File: src/rtl/mc_control_fsm.sv
// mc_control_fsm: multi-cycle RISC-V control unit sequencing one ALU and one memory port.
// Optional macro ILLEGAL_TRAP_EN makes unknown opcodes trap into a sticky TRAP state.
module mc_control_fsm #(
  parameter int CNT_W = 16
) (
  input  logic             clk,
  input  logic             reset,
  input  logic [6:0]       opcode,
  input  logic             zero,
  input  logic             mem_ready,
  output logic             pc_write,
  output logic             pc_write_cond,
  output logic             pc_source,
  output logic             i_or_d,
  output logic             mem_read,
  output logic             mem_write,
  output logic             ir_write,
  output logic             mem_to_reg,
  output logic             reg_write,
  output logic             alu_src_a,
  output logic [1:0]       alu_src_b,
  output logic             alu_op1,
  output logic             alu_op0,
  output logic [3:0]       state,
  output logic [CNT_W-1:0] instr_count,
  output logic             illegal
);
  localparam logic [3:0] FETCH = 4'd0, DECODE = 4'd1, MEM_ADDR = 4'd2, MEM_READ = 4'd3,
                         MEM_WB = 4'd4, MEM_WRITE = 4'd5, EXEC_R = 4'd6, R_WB = 4'd7,
                         BRANCH = 4'd8, TRAP = 4'd9;
  localparam logic [6:0] OP_R = 7'b0110011, OP_LW = 7'b0000011, OP_SW = 7'b0100011,
                         OP_BEQ = 7'b1100011;
`ifdef ILLEGAL_TRAP_EN
  localparam logic [3:0] ILL_NEXT = TRAP, TRAP_NEXT = TRAP;
`else
  localparam logic [3:0] ILL_NEXT = FETCH, TRAP_NEXT = FETCH;
`endif
  logic [3:0]       st, nx;
  logic [CNT_W-1:0] cnt;
  logic [13:0]      ctrl;
  logic             retire;
  logic             unused;
  // zero only matters to the datapath, which ANDs it with pc_write_cond
  assign unused = zero;
  assign retire = (st == MEM_WB) || (st == R_WB) || (st == BRANCH) ||
                  (st == MEM_WRITE && mem_ready);
  always_ff @(posedge clk) begin
    if (reset) begin
      st  <= FETCH;
      cnt <= '0;
    end else begin
      st <= nx;
      if (retire) cnt <= cnt + CNT_W'(1);
    end
  end
`ifdef ILLEGAL_TRAP_EN
  logic ill;
  always_ff @(posedge clk) begin
    if (reset) ill <= 1'b0;
    else if (nx == TRAP) ill <= 1'b1;
  end
  assign illegal = reset ? 1'b0 : ill;
`else
  assign illegal = 1'b0;
`endif
  always_comb begin
    nx = FETCH;
    case (st)
      FETCH:     nx = mem_ready ? DECODE : FETCH;
      DECODE:    nx = (opcode == OP_LW || opcode == OP_SW) ? MEM_ADDR :
                      (opcode == OP_R) ? EXEC_R : (opcode == OP_BEQ) ? BRANCH : ILL_NEXT;
      MEM_ADDR:  nx = (opcode == OP_SW) ? MEM_WRITE : MEM_READ;
      MEM_READ:  nx = mem_ready ? MEM_WB : MEM_READ;
      MEM_WRITE: nx = mem_ready ? FETCH : MEM_WRITE;
      EXEC_R:    nx = R_WB;
      TRAP:      nx = TRAP_NEXT;
      default:   nx = FETCH;
    endcase
  end
  // bit order: pc_write pc_write_cond pc_source i_or_d mem_read mem_write ir_write
  //            mem_to_reg reg_write alu_src_a alu_src_b[1:0] alu_op1 alu_op0
  always_comb begin
    ctrl = '0;
    if (!reset)
      case (st)
        FETCH:     ctrl = mem_ready ? 14'b10001010000100 : 14'b00001000000100;
        DECODE:    ctrl = 14'b00000000001000;
        MEM_ADDR:  ctrl = 14'b00000000011000;
        MEM_READ:  ctrl = 14'b00011000000000;
        MEM_WB:    ctrl = 14'b00000001100000;
        MEM_WRITE: ctrl = 14'b00010100000000;
        EXEC_R:    ctrl = 14'b00000000010010;
        R_WB:      ctrl = 14'b00000000100000;
        BRANCH:    ctrl = 14'b01100000010001;
        default:   ctrl = '0;
      endcase
  end
  assign {pc_write, pc_write_cond, pc_source, i_or_d, mem_read, mem_write, ir_write,
          mem_to_reg, reg_write, alu_src_a, alu_src_b, alu_op1, alu_op0} = ctrl;
  assign state       = reset ? 4'd0 : st;
  assign instr_count = reset ? '0 : cnt;
endmodule

File: config.mk
export PLATFORM = sky130hd
export DESIGN_NAME = mc_control_fsm
export DESIGN_NICKNAME = d
export VERILOG_FILES = /design/src/rtl/mc_control_fsm.sv
export SDC_FILE = /design/constraint.sdc
export NUM_CORES = 1
export LEC_CHECK = 0
export ABC_AREA = 0
export CELL_PAD_IN_SITES_DETAIL_PLACEMENT = 0
export CELL_PAD_IN_SITES_GLOBAL_PLACEMENT = 1
export CORE_ASPECT_RATIO = 1.1
export CORE_UTILIZATION = 29
export DETAILED_ROUTE_END_ITERATION = 10
export MAX_ROUTING_LAYER = met4
export PLACE_DENSITY_LB_ADDON = 0.1
export SLEW_MARGIN = 15
export SYNTH_ARGS = -nofsm -noshare
export SYNTH_HDL_FRONTEND = slang
export SYNTH_SLANG_ARGS = --single-unit
File: constraint.sdc
create_clock -name clk -period 1.6 [get_ports clk]
set_input_delay 0.4 -clock clk [delete_from_list [all_inputs] [get_ports clk]]
set_output_delay 0.4 -clock clk [all_outputs]
set_load 0.005 [all_outputs]
==> flow_summary.ini <==
[status]
status = complete, but fails checks
violations = negative setup slack

[power]
power.total_mw = 1.20
pwr-share-seq = 0.414
combPwrFrac = 0.150
power.density_nw_per_um2 = 461
intPower_mw = 0.931
pwr-share-clk = 0.436
p_sw_frac = 0.223
power_leakage_nw = 1.19
power_switching_mw = 0.267
ir_drop_uv = 397

[sta]
setup_viol = 31
fin_crit_sh = 1.15
hold_violations = 0
grt_setup_unrepaired = true
worst_slack_ns = -0.243
skew_ns = 0.00330
drv_slew = 0
fmax_ghz = 0.543
min_period_ns = 1.84

[logic_synthesis]
ys_ff_latch = 20
ys_types = 43
ys.flop_type = dfxtp_1
syn_nets = 191
yosysTopAreaCell = dfxtp_1
seq_area_frac_synth = 0.287
yosysTopAreaCellShare = 0.287
netlist_area_um2 = 1400
synth.area.top_cells = dfxtp_1 29%, nor2b_1 9.0%, mux2_2 7.3%
synth_edf_count = 0
yosysWarnings = 0
avgSynthCellArea_um2 = 7.80
synth-async-reset-ratio = 0
netlist_instances = 179

[cells_and_area]
fin_area_um2 = 2600
diodes = 0
fin_nets = 284
synthToLayoutAreaGrowth_pct = 86.2
drive_above_1_share = 0.531
stdcell_count = 327

[setup_path]
slowest_delay_ns = 0.51
cp.arrival_ns = 2.05
cp-end-kind = register
cp_common_cell = buf_6
cp.required_ns = 1.80
cp_slowest_cell = or4_1
cp_cell_sequence = buf_6 -> buf_6 -> and4bb_2 -> a211oi_2 -> buf_4 -> or4_1 -> a21oi_1
crit_start = st[3]$_SDFF_PP0_
worstSetupStartpointType = register
cp_max_fo = 6
rr_startpoint = st[3]$_SDFF_PP0_
critPathKind = reg2reg

[grt]
antenna_found_initial = 0
overflow = 0
grt_pass1_wl_um = 7180
gr-usage-all-layers = 0.194
grt_pass1_vias = 1723
grt_max_degree = 16

[die]
dieArea_um2 = 5100
die_h_um = 74.8
initial_core_util = 0.300
die_w_um = 68.2
boundaryPins = 46
core_um2 = 4650
rows = 26

[clock_network]
clkTransAtPathRegs_ns = 0.08
tritoncts = yes
root_buffer = clkbuf_8
clk_latency_ns = 0.26
htreeDepth = 1
cts_inserted_buffers = 3
cts_sinks = 20
hold_buffers = 0
clock_path_buffers = 2

[detailed_routing]
wirelength_um = 4790
wl_per_cell_um = 14.7
viasPerCell = 5.09
drt_first_pass_iters = 4
via_count = 1666
drc = 0
ant_nets = 0
drtIter0Drc = 42

[min_path]
min-delay-start = reset
hold_path.class = in2reg

[placed_design]
place_ws_ns = -0.835
dp.cells = 303
hpwl_um = 3130
dpl-instance-area_um2 = 2110
port_buffers = 43
gp_congestion = 0.808

[run]
drv_cap = 0
==> state kept, by name, summed over array words and instances, names as in the netlist <==
register  flops
cnt          16
st            4
==> Yosys cell counts (2+ instances only) <==
| library cell | n |
|---|---|
| and3_1 | 3 |
| nor3_1 | 14 |
| buf_2 | 2 |
| mux2_2 | 9 |
| clkbuf_1 | 6 |
| nor2b_1 | 20 |
| nand2_1 | 8 |
| or4_1 | 2 |
| o31ai_1 | 2 |
| nand3_1 | 3 |
| nand2b_1 | 6 |
| inv_1 | 3 |
| a21oi_1 | 6 |
| dfxtp_1 | 20 |
| xor2_1 | 3 |
| and4_1 | 3 |
| a21boi_0 | 2 |
| buf_6 | 2 |
| o21ai_0 | 5 |
| or3_1 | 4 |
| buf_4 | 5 |
| and2_1 | 2 |
| nand4_1 | 6 |
| nor3b_1 | 4 |
| nor2_1 | 21 |
==> placed cells by master (no fill, tap or decap), types with 3 or more instances in the layout <==
| cell type | count |
|---|---|
| nand4_1 | 6 |
| nor2b_2 | 10 |
| nor2_2 | 5 |
| a21oi_1 | 6 |
| nand3_1 | 3 |
| dlygate4sd2_1 | 18 |
| buf_2 | 10 |
| buf_4 | 40 |
| dfxtp_4 | 4 |
| xor2_1 | 3 |
| dfxtp_1 | 14 |
| clkdlybuf4s50_1 | 7 |
| clkbuf_8 | 3 |
| nor2_1 | 14 |
| buf_6 | 24 |
| nand2_1 | 6 |
| mux2_2 | 8 |
| and4_1 | 3 |
| nand2b_1 | 4 |
| nor3_1 | 3 |
| nor3_2 | 10 |
| nor2b_1 | 9 |
| o21ai_0 | 5 |
| nor3b_1 | 3 |
==> path summary, 6_finish.rpt <==
check | to | slack [ns] | cells past startpoint
max | cnt[8]$_SDFFE_PP0P_ | -0.24 | 7
min | st[3]$_SDFF_PP0_ | 0.53 | 3
max reg2reg | cnt[8]$_SDFFE_PP0P_ | -0.24 | 7
min reg2reg | cnt[12]$_SDFFE_PP0P_ | 0.54 | 2
==> worst max-delay path: cells and delay by family (launching register included) <==
family / cells / cell delay (ns)
buffers and inverters: 3 / 0.41
AOI/OAI and AO/OA: 2 / 0.21
and+or+nand+nor: 2 / 0.80
DFF: 1 / 0.37
==> what timing repair did <==
| item | CTS | global route |
|---|---|---|
| cloned | 2 | 0 |
| resized for setup | 150 | 22 |
| pin swaps | 24 | 12 |
| buffers inserted | 14 | 4 |
| setup endpoints to repair | 53 | 35 |
==> per-stage QoR <==
step	hold WS [ns]	setup TNS, ns	utilization
after detailed placement	0.520	-31.41	0.455
after global routing	0.537	-5.63	0.559
after global placement	0.513	-31.07	0.455
after CTS	0.532	-3.65	0.541
final	0.533	-3.91	0.559
after floorplan	0.473	0	-
==> power by group through the flow <==
stage,Clock (mW),Combinational (mW),Sequential (mW)
after global routing,0.547,0.193,0.496
after detailed placement,0,0.127,0.514
after CTS,0.523,0.167,0.496
after global placement,0,0.124,0.514
final,0.523,0.180,0.496
after floorplan,0,0.0513,0.513
==> final cells by class <==
class	instances	area [um2]
clock inverters	1	30.0
flip-flops and latches	20	418
clock buffers	3	41.3
repair buffers	104	936
multi-input cells	140	1090
inverters	3	11.3
fillers	436	2050
well taps	56	70.1
==> kinds of logic (layout without fill, tap and decap cells) <==
kind of cell | count (synthesis) | after routing | synth area share
AO/OA/AOI/OAI | 23 | 23 | 0.108
XOR/XNOR | 3 | 3 | 0.0188
multiplexers | 10 | 10 | 0.0798
adder cells (fa/ha/maj) | 1 | 1 | 0.00896
other | 1 | 1 | 0.00269
buffers and inverters | 19 | 111 | 0.0771
AND/OR/NAND/NOR | 102 | 102 | 0.418
flip-flops | 20 | 20 | 0.287
==> layer usage <==
layer / up-vias / track usage / wire [um]
li1: 808 / - / -
met1: 813 / 0.178 / 1780
met3: 10 / 0.0212 / 128
met4: 0 / 0.0949 / 137
met5: - / - / 0
met2: 35 / 0.385 / 2740
Power figures use the tool's default switching activity.
